`src/rtl/tnn_csr_seq_hs_pkg.sv`:
```
// Shared types and helpers for the CSR-sparse ternary classifier.
package tnn_pkg;

    // Widest packed parameter vector the field extractor can address.
    localparam int unsigned VEC_MAX = 4096;

    typedef enum logic [1:0] {
        S_IDLE = 2'd0,
        S_L1   = 2'd1,
        S_L2   = 2'd2,
        S_DONE = 2'd3
    } tnn_state_e;

    // Index width for a dimension of n entries (never zero).
    function automatic int unsigned idx_w(input int unsigned n);
        return (n > 1) ? $clog2(n) : 1;
    endfunction

    // Width of a pointer that can reach nnz inclusive.
    function automatic int unsigned ptr_w(input int unsigned nnz);
        return (nnz > 0) ? $clog2(nnz + 1) : 1;
    endfunction

    // Layer-1 accumulator: sum of up to N unsigned B-bit features, signed.
    function automatic int unsigned acc1_w(input int unsigned n, input int unsigned b);
        return b + $clog2(n + 1) + 1;
    endfunction

    // Layer-2 accumulator / score: sum of up to M unit terms, signed.
    function automatic int unsigned acc2_w(input int unsigned m);
        return $clog2(m) + 2;
    endfunction

    // LSB-first field extraction: entry idx of width w sits at [idx*w +: w].
    function automatic int unsigned field(input logic [VEC_MAX-1:0] vec,
                                          input int unsigned idx,
                                          input int unsigned w);
        logic [VEC_MAX-1:0] sh;
        sh = vec >> (idx * w);
        return sh[31:0] & ((32'd1 << w) - 32'd1);
    endfunction

endpackage

```
`src/rtl/tnn_csr_seq_hs_csr_row_walker.sv`:
```
// Walks one compile-time CSR matrix: one nonzero or one row commit per step.
module csr_row_walker
    import tnn_pkg::*;
#(
    parameter int unsigned ROWS = 2,
    parameter int unsigned COLS = 2,
    parameter int unsigned NNZ  = 3,
    parameter logic [NNZ-1:0]                   VALS   = '0,
    parameter logic [NNZ*idx_w(COLS)-1:0]       COL    = '0,
    parameter logic [(ROWS+1)*ptr_w(NNZ)-1:0]   ROWPTR = '0
) (
    input  logic                       clk,
    input  logic                       rst,
    input  logic                       start,
    input  logic                       step,
    output logic [idx_w(COLS)-1:0]     col,
    output logic                       sign,
    output logic                       commit,
    output logic [$clog2(ROWS+1)-1:0]  row
);

    localparam int unsigned CW = idx_w(COLS);
    localparam int unsigned PW = ptr_w(NNZ);
    localparam int unsigned RW = $clog2(ROWS + 1);

    localparam logic [VEC_MAX-1:0] VALS_X   = VEC_MAX'(VALS);
    localparam logic [VEC_MAX-1:0] COL_X    = VEC_MAX'(COL);
    localparam logic [VEC_MAX-1:0] ROWPTR_X = VEC_MAX'(ROWPTR);
    localparam logic [RW-1:0]      ROWS_R   = RW'(ROWS);

    logic [RW-1:0] row_q;
    logic [PW-1:0] ptr;
    logic [PW-1:0] end_ptr;
    int unsigned   end_idx;

    assign row = row_q;

    // Decode the current nonzero and detect the end of the current row.
    always_comb begin
        end_idx = ROWS;
        if (row_q < ROWS_R) begin
            end_idx = 32'(row_q) + 32'd1;
        end
        end_ptr = PW'(field(ROWPTR_X, end_idx, PW));
        commit  = !(ptr < end_ptr);
        col     = CW'(field(COL_X, 32'(ptr), CW));
        sign    = (field(VALS_X, 32'(ptr), 1) != 32'd0);
    end

    // Row/pointer counters; a commit keeps ptr since it already equals the next row start.
    always_ff @(posedge clk or posedge rst) begin
        if (rst) begin
            row_q <= '0;
            ptr   <= '0;
        end else if (start) begin
            row_q <= '0;
            ptr   <= PW'(field(ROWPTR_X, 0, PW));
        end else if (step) begin
            if (commit) begin
                row_q <= row_q + RW'(1);
            end else begin
                ptr <= ptr + PW'(1);
            end
        end
    end

endmodule

```
`src/rtl/tnn_csr_seq_hs.sv`:
```
// Sequential two-layer CSR-sparse ternary classifier with valid/ready handshakes.
module tnn_csr_seq_hs
    import tnn_pkg::*;
#(
    parameter int unsigned N    = 11,
    parameter int unsigned B    = 4,
    parameter int unsigned M    = 40,
    parameter int unsigned C    = 7,
    parameter int unsigned NNZ1 = 160,
    parameter int unsigned NNZ2 = 79,
    parameter logic [NNZ1-1:0]                 W1VALS = '0,
    parameter logic [NNZ1*idx_w(N)-1:0]        W1COL  = '0,
    parameter logic [(M+1)*ptr_w(NNZ1)-1:0]    W1ROW  = '0,
    parameter logic [NNZ2-1:0]                 W2VALS = '0,
    parameter logic [NNZ2*idx_w(M)-1:0]        W2COL  = '0,
    parameter logic [(C+1)*ptr_w(NNZ2)-1:0]    W2ROW  = '0
) (
    input  logic                    clk,
    input  logic                    rst,
    input  logic                    in_valid,
    output logic                    in_ready,
    input  logic [N*B-1:0]          data,
    output logic                    out_valid,
    input  logic                    out_ready,
    output logic [$clog2(C)-1:0]    klass,
    output logic [$clog2(M)+1:0]    score
);

    localparam int unsigned A1W = acc1_w(N, B);
    localparam int unsigned A2W = acc2_w(M);
    localparam int unsigned KW  = $clog2(C);
    localparam int unsigned CW1 = idx_w(N);
    localparam int unsigned CW2 = idx_w(M);
    localparam int unsigned RW1 = $clog2(M + 1);
    localparam int unsigned RW2 = $clog2(C + 1);

    localparam logic [RW1-1:0] M_LAST = RW1'(M - 1);
    localparam logic [RW2-1:0] C_END  = RW2'(C);

    tnn_state_e state, state_next;

    logic [N*B-1:0]        x_reg;
    logic signed [A1W-1:0] acc1;
    logic signed [A1W-1:0] feat_s;
    logic signed [A2W-1:0] acc2;
    logic signed [A2W-1:0] best;
    logic [KW-1:0]         best_idx;
    logic [M-1:0]          hid;
    logic [B-1:0]          feat;
    logic                  hid_bit;

    logic accept, w1_start, w1_step, w2_start, w2_step;

    logic [CW1-1:0] w1_col;
    logic           w1_sign, w1_commit;
    logic [RW1-1:0] w1_row;
    logic [CW2-1:0] w2_col;
    logic           w2_sign, w2_commit;
    logic [RW2-1:0] w2_row;

    csr_row_walker #(
        .ROWS   (M),
        .COLS   (N),
        .NNZ    (NNZ1),
        .VALS   (W1VALS),
        .COL    (W1COL),
        .ROWPTR (W1ROW)
    ) u_walk1 (
        .clk    (clk),
        .rst    (rst),
        .start  (w1_start),
        .step   (w1_step),
        .col    (w1_col),
        .sign   (w1_sign),
        .commit (w1_commit),
        .row    (w1_row)
    );

    csr_row_walker #(
        .ROWS   (C),
        .COLS   (M),
        .NNZ    (NNZ2),
        .VALS   (W2VALS),
        .COL    (W2COL),
        .ROWPTR (W2ROW)
    ) u_walk2 (
        .clk    (clk),
        .rst    (rst),
        .start  (w2_start),
        .step   (w2_step),
        .col    (w2_col),
        .sign   (w2_sign),
        .commit (w2_commit),
        .row    (w2_row)
    );

    // Operand select: input feature for layer 1, hidden bit for layer 2.
    always_comb begin
        feat    = '0;
        hid_bit = 1'b0;
        for (int unsigned i = 0; i < N; i++) begin
            if (w1_col == CW1'(i)) begin
                feat = x_reg[i*B +: B];
            end
        end
        for (int unsigned i = 0; i < M; i++) begin
            if (w2_col == CW2'(i)) begin
                hid_bit = hid[i];
            end
        end
        feat_s = {{(A1W-B){1'b0}}, feat};
    end

    // State register.
    always_ff @(posedge clk or posedge rst) begin
        if (rst) begin
            state <= S_IDLE;
        end else begin
            state <= state_next;
        end
    end

    // Next state, handshake outputs and walker control.
    // L2 spends one extra cycle past its last commit (row == C) to latch the winner.
    always_comb begin
        state_next = state;
        in_ready   = 1'b0;
        out_valid  = 1'b0;
        accept     = 1'b0;
        w1_start   = 1'b0;
        w1_step    = 1'b0;
        w2_start   = 1'b0;
        w2_step    = 1'b0;
        case (state)
            S_IDLE: begin
                in_ready = 1'b1;
                if (in_valid) begin
                    accept     = 1'b1;
                    w1_start   = 1'b1;
                    state_next = S_L1;
                end
            end
            S_L1: begin
                w1_step = 1'b1;
                if (w1_commit && (w1_row == M_LAST)) begin
                    w2_start   = 1'b1;
                    state_next = S_L2;
                end
            end
            S_L2: begin
                if (w2_row == C_END) begin
                    state_next = S_DONE;
                end else begin
                    w2_step = 1'b1;
                end
            end
            S_DONE: begin
                out_valid = 1'b1;
                if (out_ready) begin
                    state_next = S_IDLE;
                end
            end
            default: state_next = S_IDLE;
        endcase
    end

    // Datapath: input capture, accumulators, hidden shift register, argmax and result latch.
    always_ff @(posedge clk or posedge rst) begin
        if (rst) begin
            x_reg    <= '0;
            acc1     <= '0;
            acc2     <= '0;
            best     <= '0;
            best_idx <= '0;
            hid      <= '0;
            klass    <= '0;
            score    <= '0;
        end else begin
            if (accept) begin
                x_reg <= data;
            end
            if (state == S_L1) begin
                if (w1_commit) begin
                    // Rows commit in order, so shifting in at the top leaves row r at hid[r].
                    hid  <= {~acc1[A1W-1], hid[M-1:1]};
                    acc1 <= '0;
                end else if (w1_sign) begin
                    acc1 <= acc1 + feat_s;
                end else begin
                    acc1 <= acc1 - feat_s;
                end
            end
            if (w2_step) begin
                if (w2_commit) begin
                    if ((w2_row == '0) || (acc2 > best)) begin
                        best     <= acc2;
                        best_idx <= KW'(w2_row);
                    end
                    acc2 <= '0;
                end else if (w2_sign == hid_bit) begin
                    acc2 <= acc2 + A2W'(1);
                end else begin
                    acc2 <= acc2 - A2W'(1);
                end
            end
            if ((state == S_L2) && (w2_row == C_END)) begin
                klass <= best_idx;
                score <= best;
            end
        end
    end

endmodule

```
`config.mk`:
```
export PLATFORM = sky130hd
export DESIGN_NAME = tnn_csr_seq_hs
export DESIGN_NICKNAME = d
export VERILOG_FILES = /design/src/rtl/tnn_csr_seq_hs_pkg.sv /design/src/rtl/tnn_csr_seq_hs_csr_row_walker.sv /design/src/rtl/tnn_csr_seq_hs.sv
export SDC_FILE = /design/constraint.sdc
export NUM_CORES = 1
export LEC_CHECK = 0
export ABC_CLOCK_PERIOD_IN_PS = 3000
export BUFFER_PORTS_ARGS = -buffer_cell sky130_fd_sc_hd__buf_2
export CORE_MARGIN = 2
export CORE_UTILIZATION = 53
export CTS_BUF_LIST = sky130_fd_sc_hd__clkbuf_8
export DETAILED_ROUTE_END_ITERATION = 8
export GPL_TIMING_DRIVEN = 1
export HOLD_SLACK_MARGIN = 0.1
export PLACE_DENSITY = 0.81
export SYNTH_ARGS = -nofsm -noshare
export SYNTH_HDL_FRONTEND = slang
export SYNTH_SLANG_ARGS = --single-unit
```
`constraint.sdc`:
```
create_clock -name clk -period 3 [get_ports clk]
set_clock_uncertainty 0.1 [all_clocks]
set_input_delay 0.45 -clock clk [delete_from_list [all_inputs] [get_ports clk]]
set_output_delay 0.45 -clock clk [all_outputs]
set_load 0.005 [all_outputs]
```
* Yosys cells after proc, flatten, opt, wreduce, memory -nomap -nowiden
Index checks and enable logic that the tools add are counted.
** Cells by class
- $add $sub $neg :: 10
- Multipliers :: 2
- Order comparisons :: 5
- Eq/ne operators :: 61
- Shift-type cells :: 6
- Muxes and demuxes :: 83
- Bitwise gates (word level) :: 3
- Reduce and logical (&&, ||, !) cells :: 19
** Operators with widths (count)
- 6-bit by 5-bit == test with 1-bit output, second input constant :: 16
- 6-bit == test, second input constant :: 9
- 1-bit 2-to-1 mux :: 49
- 6-bit by 4-bit == test with 1-bit output, second input constant :: 8
- 4-bit 2-to-1 mux :: 11
- 8-bit 2-to-1 mux :: 5
- 32-bit by 3-bit multiplier with 32-bit output, second input constant :: 1
- 32-bit 2-to-1 mux :: 1
- 1-bit by 32-bit right shift with 7-bit output, first input constant :: 1
- 1-bit by 32-bit right shift with 8-bit output, first input constant :: 1
- 29-bit 2-to-1 mux :: 1
- 6-bit by 3-bit == test with 1-bit output, second input constant :: 4
- 7-bit 2-to-1 mux :: 3
- 6-bit 2-to-1 mux :: 3
- 9-bit 2-to-1 mux :: 2
- 4-bit by 3-bit == test with 1-bit output, second input constant :: 4
- 4-bit == test, second input constant :: 3
- 6-bit by 2-bit == test with 1-bit output, second input constant :: 2
- 2-bit != test, second input constant :: 5
- 2-bit AND reduction :: 5
- 1-bit by 10-bit right shift with 4-bit output, first input constant :: 1
- 1-bit by 10-bit right shift with 6-bit output, first input constant :: 1
- 9-bit by 5-bit adder with 9-bit output :: 1
- 7-bit by 2-bit multiplier with 9-bit output, second input constant :: 1
- other kinds (38) :: 51
** Storage, ports and cells
- Flip-flop bits (word level) :: 149
- Bits of input ports :: 48
- Output and inout port bits :: 13
- Word-level logic and storage cells :: 202

* Depth between registers and ports, before layout
Gate-level depths: netlist of the first run.
- Word-level depth :: 46
- Mapped depth :: 8
- Gate-level depth less buffers :: 7

* Cells and area by module
From an unflattened synthesis of the first run, not the netlist that was laid out.
** Unflattened totals
- Cells, all modules :: 622
- Area total of the unflattened synthesis :: 7126.8 µm²
** By module, submodules not included
- tnn_csr_seq_hs :: instances 1, cells each 565, area an instance 6581.3 µm², sequential area each 3128.0 µm²
- csr_row_walker (u_walk1) :: instances 1, cells each 34, area an instance 329.1 µm², sequential area each 150.1 µm²
- csr_row_walker (u_walk2) :: instances 1, cells each 23, area an instance 216.5 µm², sequential area each 75.1 µm²

* Worst setup path before layout of the first run
Ideal clock, no wire load.
- Kind :: reg2reg
- Start point :: register acc2[7]
- End point :: register best[0]
- Arrival :: 1.745 ns
- Path slack :: 1.069 ns
- Cell stages (with the launch flop) :: 8
- Buffers on the path :: 1
- Period minus slack after synthesis :: 1.931 ns
- Cell sequence :: dfrtp_1 ha_1 nand2_1 a2111oi_2 a2111oi_2 buf_2 nand3_1 o211ai_1
** Between the ends
- Longest elaborated chain between the ends :: 3
** Ends and longest elaborated chain
- from (decl) :: RTL line tnn_csr_seq_hs.sv:45 : logic signed [A2W-1:0] acc2;
- from (signal assigned) :: RTL line tnn_csr_seq_hs.sv:201 : acc2 <= acc2 + A2W'(1);
- from (signal assigned) :: RTL line tnn_csr_seq_hs.sv:203 : acc2 <= acc2 - A2W'(1);
- 8-bit > comparator :: RTL line tnn_csr_seq_hs.sv:195 : if ((w2_row == '0) || (acc2 > best)) begin
- 1-bit logical OR :: RTL line tnn_csr_seq_hs.sv:195
- 3-bit AND reduction (no line)
- to (signal assigned) :: RTL line tnn_csr_seq_hs.sv:173 : best <= '0;
- to (signal assigned) :: RTL line tnn_csr_seq_hs.sv:196 : best <= acc2;
- to (decl) :: RTL line tnn_csr_seq_hs.sv:46 : logic signed [A2W-1:0] best;
Every way passes these cells.
A chain may end at the register's enable or synchronous reset.

* Worst setup path in the final report of the first run
- Start point :: register acc2[7]
- End point :: register best_idx[2]
** Between the ends
- Longest elaborated chain between the ends :: 3
** Ends and longest elaborated chain
- 8-bit > comparator :: RTL line tnn_csr_seq_hs.sv:195
- 1-bit logical OR :: RTL line tnn_csr_seq_hs.sv:195
- 3-bit AND reduction (no line)
- to (signal assigned) :: RTL line tnn_csr_seq_hs.sv:197 : best_idx <= KW'(w2_row);
- to (decl) :: RTL line tnn_csr_seq_hs.sv:47 : logic [KW-1:0] best_idx;
Every way passes these cells.

==> summary.md, run 1 <==
| Metric | Value |
|---|---|
| Post-synth ARST share | 1.000 |
| CTS tree | yes |
| RSZ-0062 raised after global routing | no |
| NetSw | 0.5144 mW |
| Total power | 1.640 mW |
| Drc violations | 0 |
| Antenna Cells | 0 |
| Sw Share | 0.3137 |
| Most frequent cell after synthesis | dfrtp_1 |
| Metal3 WL | 164 µm |
| Vias in the first global route | 1518 |
| Achievable clock frequency | 380.5 MHz |
| Clk pin slew, worst setup/hold paths | 0.08 ns |
| First-pass GRT wire length | 6.672 mm |
| Leakage power | 1.115 nW |
| Design area | 2370 µm² |
| Slowest stage delay, CP | 1.00 ns |
| Total congestion overflow | 0 |
| Top layer in use | met4 |
| Crit path max fanout | 21 |
| Syn Nets | 277 |
| Post-CTS setup repair buffer count | 0 |
| Int Power | 1.125 mW |
| Largest net degree at the start of global routing | 42 |
| WS Path Type | reg2reg |
| Simple-gate portion of the synthesized area | 0.1673 |
| Final WL | 3.809 mm |
| Reg power frac | 0.417 |
| CTS resizes | 0 |
| Cell area after synthesis | 2110 µm² |
| Worst IR Drop VDD | 621.6 µV |
| Warnings from Yosys | 0 |
| Placer Congestion | 0.8591 |
| Top delay family on crit path | compound AO/OA/AOI/OAI gates |
| Initial antenna violation count | 0 |
| Antenna-violating nets left | 0 |
| #FFs+latches synth | 41 |
| Logic pwr share | 0.267 |
| GRT Util Overall | 0.2004 |
| Synth area leaders | dfrtp_1 (49%), ha_1 (9.5%), nand2_1 (5.2%), o211ai_1 (3.9%), a22oi_1 (3.6%) |
| Clk Latency, worst-skew pair | 0.29 ns |
| Setup TNS | 0 ns |
| CTS H-tree depth | 2 |
| Placed cell areas | 2236 µm² |
| Critical path buffer and inverter count | 0 |
| Final Max Slew Viols | 0 |
| Synth cell count leaders | dfrtp_1 (41), nand2_1 (29), inv_1 (18) |
| Share of layout cells above drive strength 1 | 0.1572 |
| Max cap viols | 0 |
| Post-Route M1 WL | 1.655 mm |
| Yosys top cell area share | 0.4864 |
| Inserted Clock Buffers | 5 |
| Routed length per placed instance | 13.75 µm |
| Top_reg_cell synth | dfrtp_1 |
| Die height | 67.09 µm |
| Outcome | finished, final reports clean |
| P&R area growth vs syn | 12.34% |
| Iteration-0 DRC count of the detailed router | 119 |
| Die footprint | 4501 µm² |
| Top Ports | 61 |
| Period utilization | 0.8760 |
| Core ar. | 3744 µm² |
| Synth Area in XOR/XNOR | 0.02076 |
| Final hold viol count | 0 |
| Compound-Gate Fraction of Synth Area | 0.1412 |
| Clock buffer depth | 2 |
| # setup viols final | 0 |
| Worst hold-check path type | in2async |
| Hold slack | 0.1626 ns |
| Cell Rows | 22 |
| Syn Area/Cell | 9.904 µm² |
| Minimum clock period | 2.628 ns |
| Vias per cell | 5.650 |
| PD cells | 692.0 nW/µm² |
| Worst EP required | 3.06 ns |
| Combinational family with the most area after synthesis | simple AND/OR/NAND/NOR gates |
| I/O Buffers | 16 |
| Post-synthesis sequential area ratio | 0.4864 |
| Slew Limit Headroom | 0.2490 |
| Slowest CP cell | a2111oi_4 |
| Mux contribution to synthesized area | 0.03084 |
| Post-Synthesis Cells | 213 |
| CP Capture Type | flop |
| Synth Area in Adders | 0.09490 |
| Clock power share | 0.316 |
| Clock sink total | 41 |
| DR vias | 1565 |
| CP startpoint kind | flop |
| Worst endpoint data arrival time | 2.69 ns |
| DRT Pass-1 Iters | 4 |
| Hold buffers post-CTS | 0 |
| Critical-path cell list | ha_1, nand2_1, a2111oi_2, a2111oi_4, mux2i_1, nor3_1 |
| EDFF count, synth | 0 |
| Starting Density | 0.5635 |
| Hpwl dp | 2.715 mm |
| Met2 WL | 1.881 mm |
| Root Buffer | clkbuf_8 |
| Largest area contributor in the netlist | dfrtp_1 |
| Slew @ Worst Pin | 1.127 ns |
| Nets@finish | 292 |
| Synth cell types | 28 |
| Die width | 67.09 µm |
## path summary, 6_finish.rpt
| check | start | cells past startpoint | slack (ns) | end |
|---|---|---|---|---|
| max reg2reg | acc2[7] | 6 | 0.37 | best_idx[2] |
| min reg2reg | score[2] | 2 | 0.38 | score[2] |
| max | acc2[7] | 6 | 0.37 | best_idx[2] |
| max in group asynchronous | rst | 3 | 2.29 | acc2[4] |
| min | rst | 3 | 0.16 | score[1] |
| min in group clk | score[2] | 2 | 0.38 | score[2] |
## per-stage QoR
stage	cells	setup WS, ns	util
after floorplan	213	1.069	-
after CTS	277	0.3790	0.6330
final	277	0.3720	0.6330
after global placement	269	0.4535	0.5973
after global routing	277	0.2007	0.6330
after detailed placement	269	0.3956	0.5973
## power groups by stage
stage / sequential, mW / combinational, mW / clock (mW)
6_report: 0.685 / 0.437 / 0.518
3_5_place_dp: 0.695 / 0.437 / 0
2_1_floorplan: 0.679 / 0.331 / 0
5_1_grt: 0.697 / 0.499 / 0.564
4_1_cts: 0.684 / 0.439 / 0.531
3_3_place_gp: 0.688 / 0.421 / 0
## sequential cells by signal, indices dropped and copies added, names as in the netlist
register	cells
acc2	8
u_walk1.row	6
klass	3
score	8
best_idx	3
best	8
state	2
u_walk2.row	3
## cells by family after synthesis
family	Yosys count
AND/OR/NAND/NOR	73
AO/OA/AOI/OAI	42
flip-flops	41
buffers and inverters	30
adder cells (fa/ha/maj)	16
multiplexers	6
XOR/XNOR	5
## metal layers
metal  up-vias  track usage
met5         -            0
met4         0      0.09439
met3        11      0.05236
met2        35       0.3280
met1       759       0.2441
li1        760            -
## tightest hold or removal path: stages
cell   delay [ns]
buf_2        0.10
inv_1        0.04
buf_4        0.42
## layout make-up
class / instances / area (µm²)
clock inverter: 3 / 65.06
fill: 316 / 1374
clock buffer: 5 / 68.82
tap: 48 / 60.06
multi-input combinational: 142 / 972.2
inverter: 18 / 67.56
sequential: 41 / 1026
timing repair buffer: 20 / 110.1
## cells in the final DEF (no fill, tap or decap), types with 9 or more instances in the layout
master    synthesis  layout
o211ai_1         11      11
a22oi_1          10      10
nand2_1          29      29
dfrtp_1          41      41
inv_1            18      18
ha_1             16      16
nor2_1           10      10
buf_2             3      16
o21ai_0          11      11
and2_1            9       9
nand3_1          11      11
No activity file was read; power rests on OpenSTA's default activity.
==> inputs of run 2 (changes only) <==
BUFFER_PORTS_ARGS = default   (was -buffer_cell sky130_fd_sc_hd__buf_2)
DONT_BUFFER_PORTS = 1   (was default)
PLACE_DENSITY = 0.68   (was 0.81)
==> run 2 against run 1 <==
Non-clock buffer count fell by 16. Setup slack worse by 0.0038 ns. Clock power is 26% lower. Sequential cell count did not move. Sequential share of layout area up 2.2 points. Combinational power is 4% lower. Critical path type unchanged.
==> summary.md, run 2 (synthesis results as in run 1) <==
| Metric | Value |
|---|---|
| Commonest non-fill, non-tap cells in the layout | dfrtp_1 (41), nand2_1 (29), inv_1 (18) |
| RSZ-0062 raised after global routing | no |
| Worst hold-check path type | in2async |
| Worst IR Drop VDD | 398.9 µV |
| Logic pwr share | 0.282 |
| Max cap viols | 0 |
| Fillers | 333 |
| Reg2Reg Depth | 7 |
| Slowest stage delay, CP | 1.00 ns |
| GRT Util Overall | 0.2010 |
| Total power | 1.491 mW |
| Placed cells | 253 |
| Final non-filler cell total | 261 |
| P&R area growth vs syn | 6.999% |
| Top Ports | 61 |
| Routed length per placed instance | 14.90 µm |
| Register area | 1026 µm² |
| Core ar. | 3744 µm² |
| Crit path max fanout | 21 |
| Starting Density | 0.5635 |
| Slowest CP cell | a2111oi_4 |
| Placer Congestion | 0.8336 |
| Clock sink total | 41 |
| Clk pin slew, worst setup/hold paths | 0.07 ns |
| Inserted Clock Buffers | 5 |
| First-pass GRT wire length | 6.789 mm |
| WS Path Type | reg2reg |
| Largest net degree at the start of global routing | 23 |
| Vias per cell | 5.801 |
| Worst endpoint data arrival time | 2.73 ns |
| Initial antenna violation count | 0 |
| Int Power | 0.9914 mW |
| CP Capture Type | flop |
| Sw Share | 0.3350 |
| CP startpoint kind | flop |
| Hold buffers post-CTS | 0 |
| Outcome | finished, final reports clean |
| Achievable clock frequency | 380.0 MHz |
| DRT Pass-1 Iters | 5 |
| Root Buffer | clkbuf_8 |
| Iteration-0 DRC count of the detailed router | 129 |
| Post-CTS setup repair buffer count | 0 |
| CTS tree | yes |
| NetSw | 0.4994 mW |
| Setup crit end | best_idx[2] |
| Setup TNS | 0 ns |
| Final WL | 3.890 mm |
| Fin util | 0.6029 |
| Clock buffer depth | 2 |
| Critical-path cell list | inv_1, ha_1, nand2_1, a2111oi_2, a2111oi_4, mux2i_1, nor3_1 |
| Antenna Cells | 0 |
| Die footprint | 4501 µm² |
| Clock power share | 0.257 |
| Slew @ Worst Pin | 1.119 ns |
| Minimum clock period | 2.632 ns |
| Largest regs | acc2: 8 flops, best: 8 flops, score: 8 flops |
| R2R Setup Slk | 0.37 ns |
| # setup viols final | 0 |
| Period utilization | 0.8773 |
| Clk Latency, worst-skew pair | 0.28 ns |
| Hpwl dp | 2.895 mm |
| Share of layout cells above drive strength 1 | 0.09390 |
| DP Worst Slack | 0.3956 ns |
| Worst EP required | 3.10 ns |
| Die width | 67.09 µm |
| Critical path launch point | best[7] |
| RR Endpoint | best_idx[2] |
| Commonest non-fill, non-tap cell in the layout | dfrtp_1 |
| Cell Rows | 22 |
| CTS H-tree depth | 2 |
| PD cells | 660.5 nW/µm² |
| Reg power frac | 0.461 |
| Die height | 67.09 µm |
| Total congestion overflow | 0 |
| Setup ws final | 0.3681 ns |
| Multi-input gate area | 972.2 µm² |
| R2R Path Start | best[7] |
| Final Max Slew Viols | 0 |
| Leakage power | 1.019 nW |
| I/O Buffers | 0 |
| Nets@finish | 276 |
| Final hold viol count | 0 |
| DR vias | 1514 |
| Drc violations | 0 |
| Antenna-violating nets left | 0 |
| Slew Limit Headroom | 0.2539 |
| CTS resizes | 0 |
| Vias in the first global route | 1565 |
-- run 2: changes by cell type in the layout (fill, tap and decap cells not counted), sizes merged --
cell    before  now
buf         20    4
clkbuf       5    7
bufinv       2    0
-- run 2: how the worst min path moves through the flow --
stage	endpoint	slack, ns	cells after the start
2_1_floorplan	score[1]	0.37	2
4_1_cts	best[3]	0.14	1
3_3_place_gp	score[7]	0.39	2
3_5_place_dp	score[6]	0.40	2
6_report	best[3]	0.12	1
5_1_grt	acc2[4]	0.16	1
-- run 2: power groups by stage --
| stage | clock, mW | sequential (mW) | combinational, mW |
|---|---|---|---|
| floorplan | 0 | 0.679 | 0.331 |
| global placement | 0 | 0.690 | 0.403 |
| detailed placement | 0 | 0.698 | 0.423 |
| CTS | 0.396 | 0.687 | 0.427 |
| global route | 0.419 | 0.701 | 0.477 |
| finish | 0.384 | 0.687 | 0.420 |
-- run 2: layer usage --
layer | wire length [µm] | GRT usage
met5 | 0 | 0
met1 | 1731 | 0.2393
met2 | 1923 | 0.3502
met4 | 24 | 0.07908
met3 | 210 | 0.04223
-- run 2: stage by stage --
step / instance area (µm²) / hold WS (ns)
5_1_grt: 2257 / 0.1623
4_1_cts: 2257 / 0.1428
6_report: 2257 / 0.1164
3_5_place_dp: 2156 / 0.3984
2_1_floorplan: 2110 / 0.3733
3_3_place_gp: 2156 / 0.3912
-- run 2: cell type report --
class / instances / share of cell area
Multi-Input combinational cell: 142 / 0.4307
Timing Repair Buffer: 4 / 0.01330
Clock buffer: 7 / 0.04268
Clock inverter: 1 / 0.002217
Tap cell: 48 / 0.02661
Inverter: 18 / 0.02993
Sequential cell: 41 / 0.4545
-- run 2: worst max-delay path, delay by kind of cell (launching register included) --
family,cells,cell delay (ns)
AO/OA/AOI/OAI,2,1.07
flip-flops,1,0.38
adder cells (fa/ha/maj),1,0.37
AND/OR/NAND/NOR,2,0.37
multiplexers,1,0.19
buffers and inverters,1,0.08
==> inputs of run 3 (changes only) <==
ABC_CLOCK_PERIOD_IN_PS = 2600   (was 3000)
clock period = 2.6 ns   (was 3 ns; I/O delays follow)
==> run 3 against run 2 <==
Die area stayed put. Final area is 2.8% higher. First-iteration DRC count is 48% lower. Combinational power is 23% higher. Critical path depth stayed put. Critical path type unchanged. Register-to-register slack worse by 0.14 ns. Sequential share of layout area is 1.2 points lower. Final cell count is 1.1% higher.
==> summary.md, run 3 (synthesis results as in run 1) <==
| Metric | Value |
|---|---|
| Outcome | finished, final reports clean |
| Final hold viol count | 0 |
| Routed length per placed instance | 16.43 µm |
| Total congestion overflow | 0 |
| Clk Latency, worst-skew pair | 0.30 ns |
| Worst hold-check path type | in2reg |
| Design area | 2320 µm² |
| PD cells | 789.6 nW/µm² |
| P&R area growth vs syn | 9.964% |
| Share of layout cells above drive strength 1 | 0.1019 |
| WS Path Type | reg2reg |
| # setup viols final | 0 |
| Nets@finish | 279 |
| Die height | 67.09 µm |
| Commonest non-fill, non-tap cell in the layout | dfrtp_1 |
| Achievable clock frequency | 421.7 MHz |
| Post-CTS setup repair buffer count | 0 |
| Inserted Clock Buffers | 5 |
| DRT Pass-1 Iters | 4 |
| Placer Congestion | 0.8444 |
| Worst EP required | 2.69 ns |
| Initial antenna violation count | 0 |
| Largest net degree at the start of global routing | 42 |
| Clock buffer depth | 2 |
| Worst endpoint data arrival time | 2.46 ns |
| DR vias | 1534 |
| Cell Rows | 22 |
| Leakage power | 1.038 nW |
| I/O Buffers | 0 |
| Final non-filler cell total | 264 |
| Die width | 67.09 µm |
| Commonest non-fill, non-tap cells in the layout | dfrtp_1 (41), nand2_1 (29), inv_1 (19) |
| Fillers | 331 |
| Period utilization | 0.9120 |
| Clk pin slew, worst setup/hold paths | 0.08 ns |
| Total power | 1.832 mW |
| Antenna-violating nets left | 0 |
| Setup TNS | 0 ns |
| Max cap viols | 0 |
| RSZ-0062 raised after global routing | no |
| Root Buffer | clkbuf_8 |
| Largest regs | acc2: 8 flops, best: 8 flops, score: 8 flops |
| Top Ports | 61 |
| Placed cells | 254 |
| Final Max Slew Viols | 0 |
| CTS H-tree depth | 2 |
| Placed cell areas | 2163 µm² |
| First-pass GRT wire length | 7.051 mm |
| Minimum clock period | 2.371 ns |
| Clock sink total | 41 |
| Worst IR Drop VDD | 459.3 µV |
| Slew Limit Headroom | 0.4969 |
| DP Worst Slack | -0.02313 ns |
| Starting Density | 0.5635 |
| Register area | 1026 µm² |
| Core ar. | 3744 µm² |
| Multi-input gate area | 1002 µm² |
| Hpwl dp | 2.781 mm |
| Die footprint | 4501 µm² |
| CP startpoint kind | flop |
| CTS tree | yes |
| Setup ws final | 0.2287 ns |
| Crit path max fanout | 11 |
| Drc violations | 0 |
| CP Capture Type | flop |
| Final WL | 4.337 mm |
| Vias in the first global route | 1556 |
| Slew @ Worst Pin | 0.7546 ns |
| Antenna Cells | 0 |
| GRT Util Overall | 0.2119 |
| Vias per cell | 5.811 |
| Iteration-0 DRC count of the detailed router | 67 |
-- run 3: changes by cell type in the layout (fill, tap and decap cells not counted), sizes merged --
cell | before | now
a2111oi | 2 | 3
buf | 4 | 5
bufinv | 0 | 1
clkbuf | 7 | 6
clkinv | 1 | 0
dlygate4sd3 | 0 | 1
inv | 18 | 19
-- run 3: final timing paths --
kind                               start             end  slack [ns]  depth (start not counted)
worst max-delay path             best[7]     best_idx[2]        0.23                          7
worst min-delay path            in_valid  u_walk1.row[0]        0.34                          2
worst max register to register   best[7]     best_idx[2]        0.23                          7
worst min register to register  score[7]        score[7]        0.41                          2
max in group asynchronous            rst  u_walk1.row[3]        1.46                          3
min in group asynchronous            rst         best[3]        0.57                          3
-- run 3: metrics by stage --
step,util,hold slack (ns)
6_report,0.6197,0.3371
5_1_grt,0.6197,0.3530
4_1_cts,0.6123,0.3315
3_5_place_dp,0.5779,0.3452
3_3_place_gp,0.5779,0.3255
2_1_floorplan,-,0.3733
-- run 3: timing repair --
item | CTS | global route
endpoints found under the hold margin | 41 | 0
gates cloned | 0 | 1
hold buffers | 1 | 0
setup endpoints to repair | 1 | 11
pin swaps | 1 | 0
resized for setup | 1 | 1
-- run 3: final cells by class --
type                            instances  area share
Clock buffer                            6     0.03560
Timing Repair Buffer                    6     0.02050
Clock inverter                          2     0.01456
Sequential cell                        41      0.4423
Multi-Input combinational cell        143      0.4320
Inverter                               18     0.02913
Tap cell                               48     0.02589
-- run 3: worst max-delay path: stages (launching register included) --
cell and delay (ns):
dfrtp_1 0.41, inv_1 0.11, ha_2 0.34, nand4_1 0.13
o211ai_1 0.21, a2111oi_4 0.64, mux2i_1 0.26, nor3_1 0.06
-- run 3: routing by layer --
metal	vias to the layer above	GRT usage	wire length, µm
li1	734	-	-
met1	740	0.2495	1855
met2	49	0.3626	2127
met3	11	0.06250	260
met4	0	0.07653	93
met5	-	0	0
-- run 3: where the power goes --
part           internal (mW)  switching, mW  total [mW]
clock                  0.309          0.216       0.525
combinational          0.194          0.321       0.515
sequential             0.717         0.0749       0.792
total                   1.22          0.612        1.83
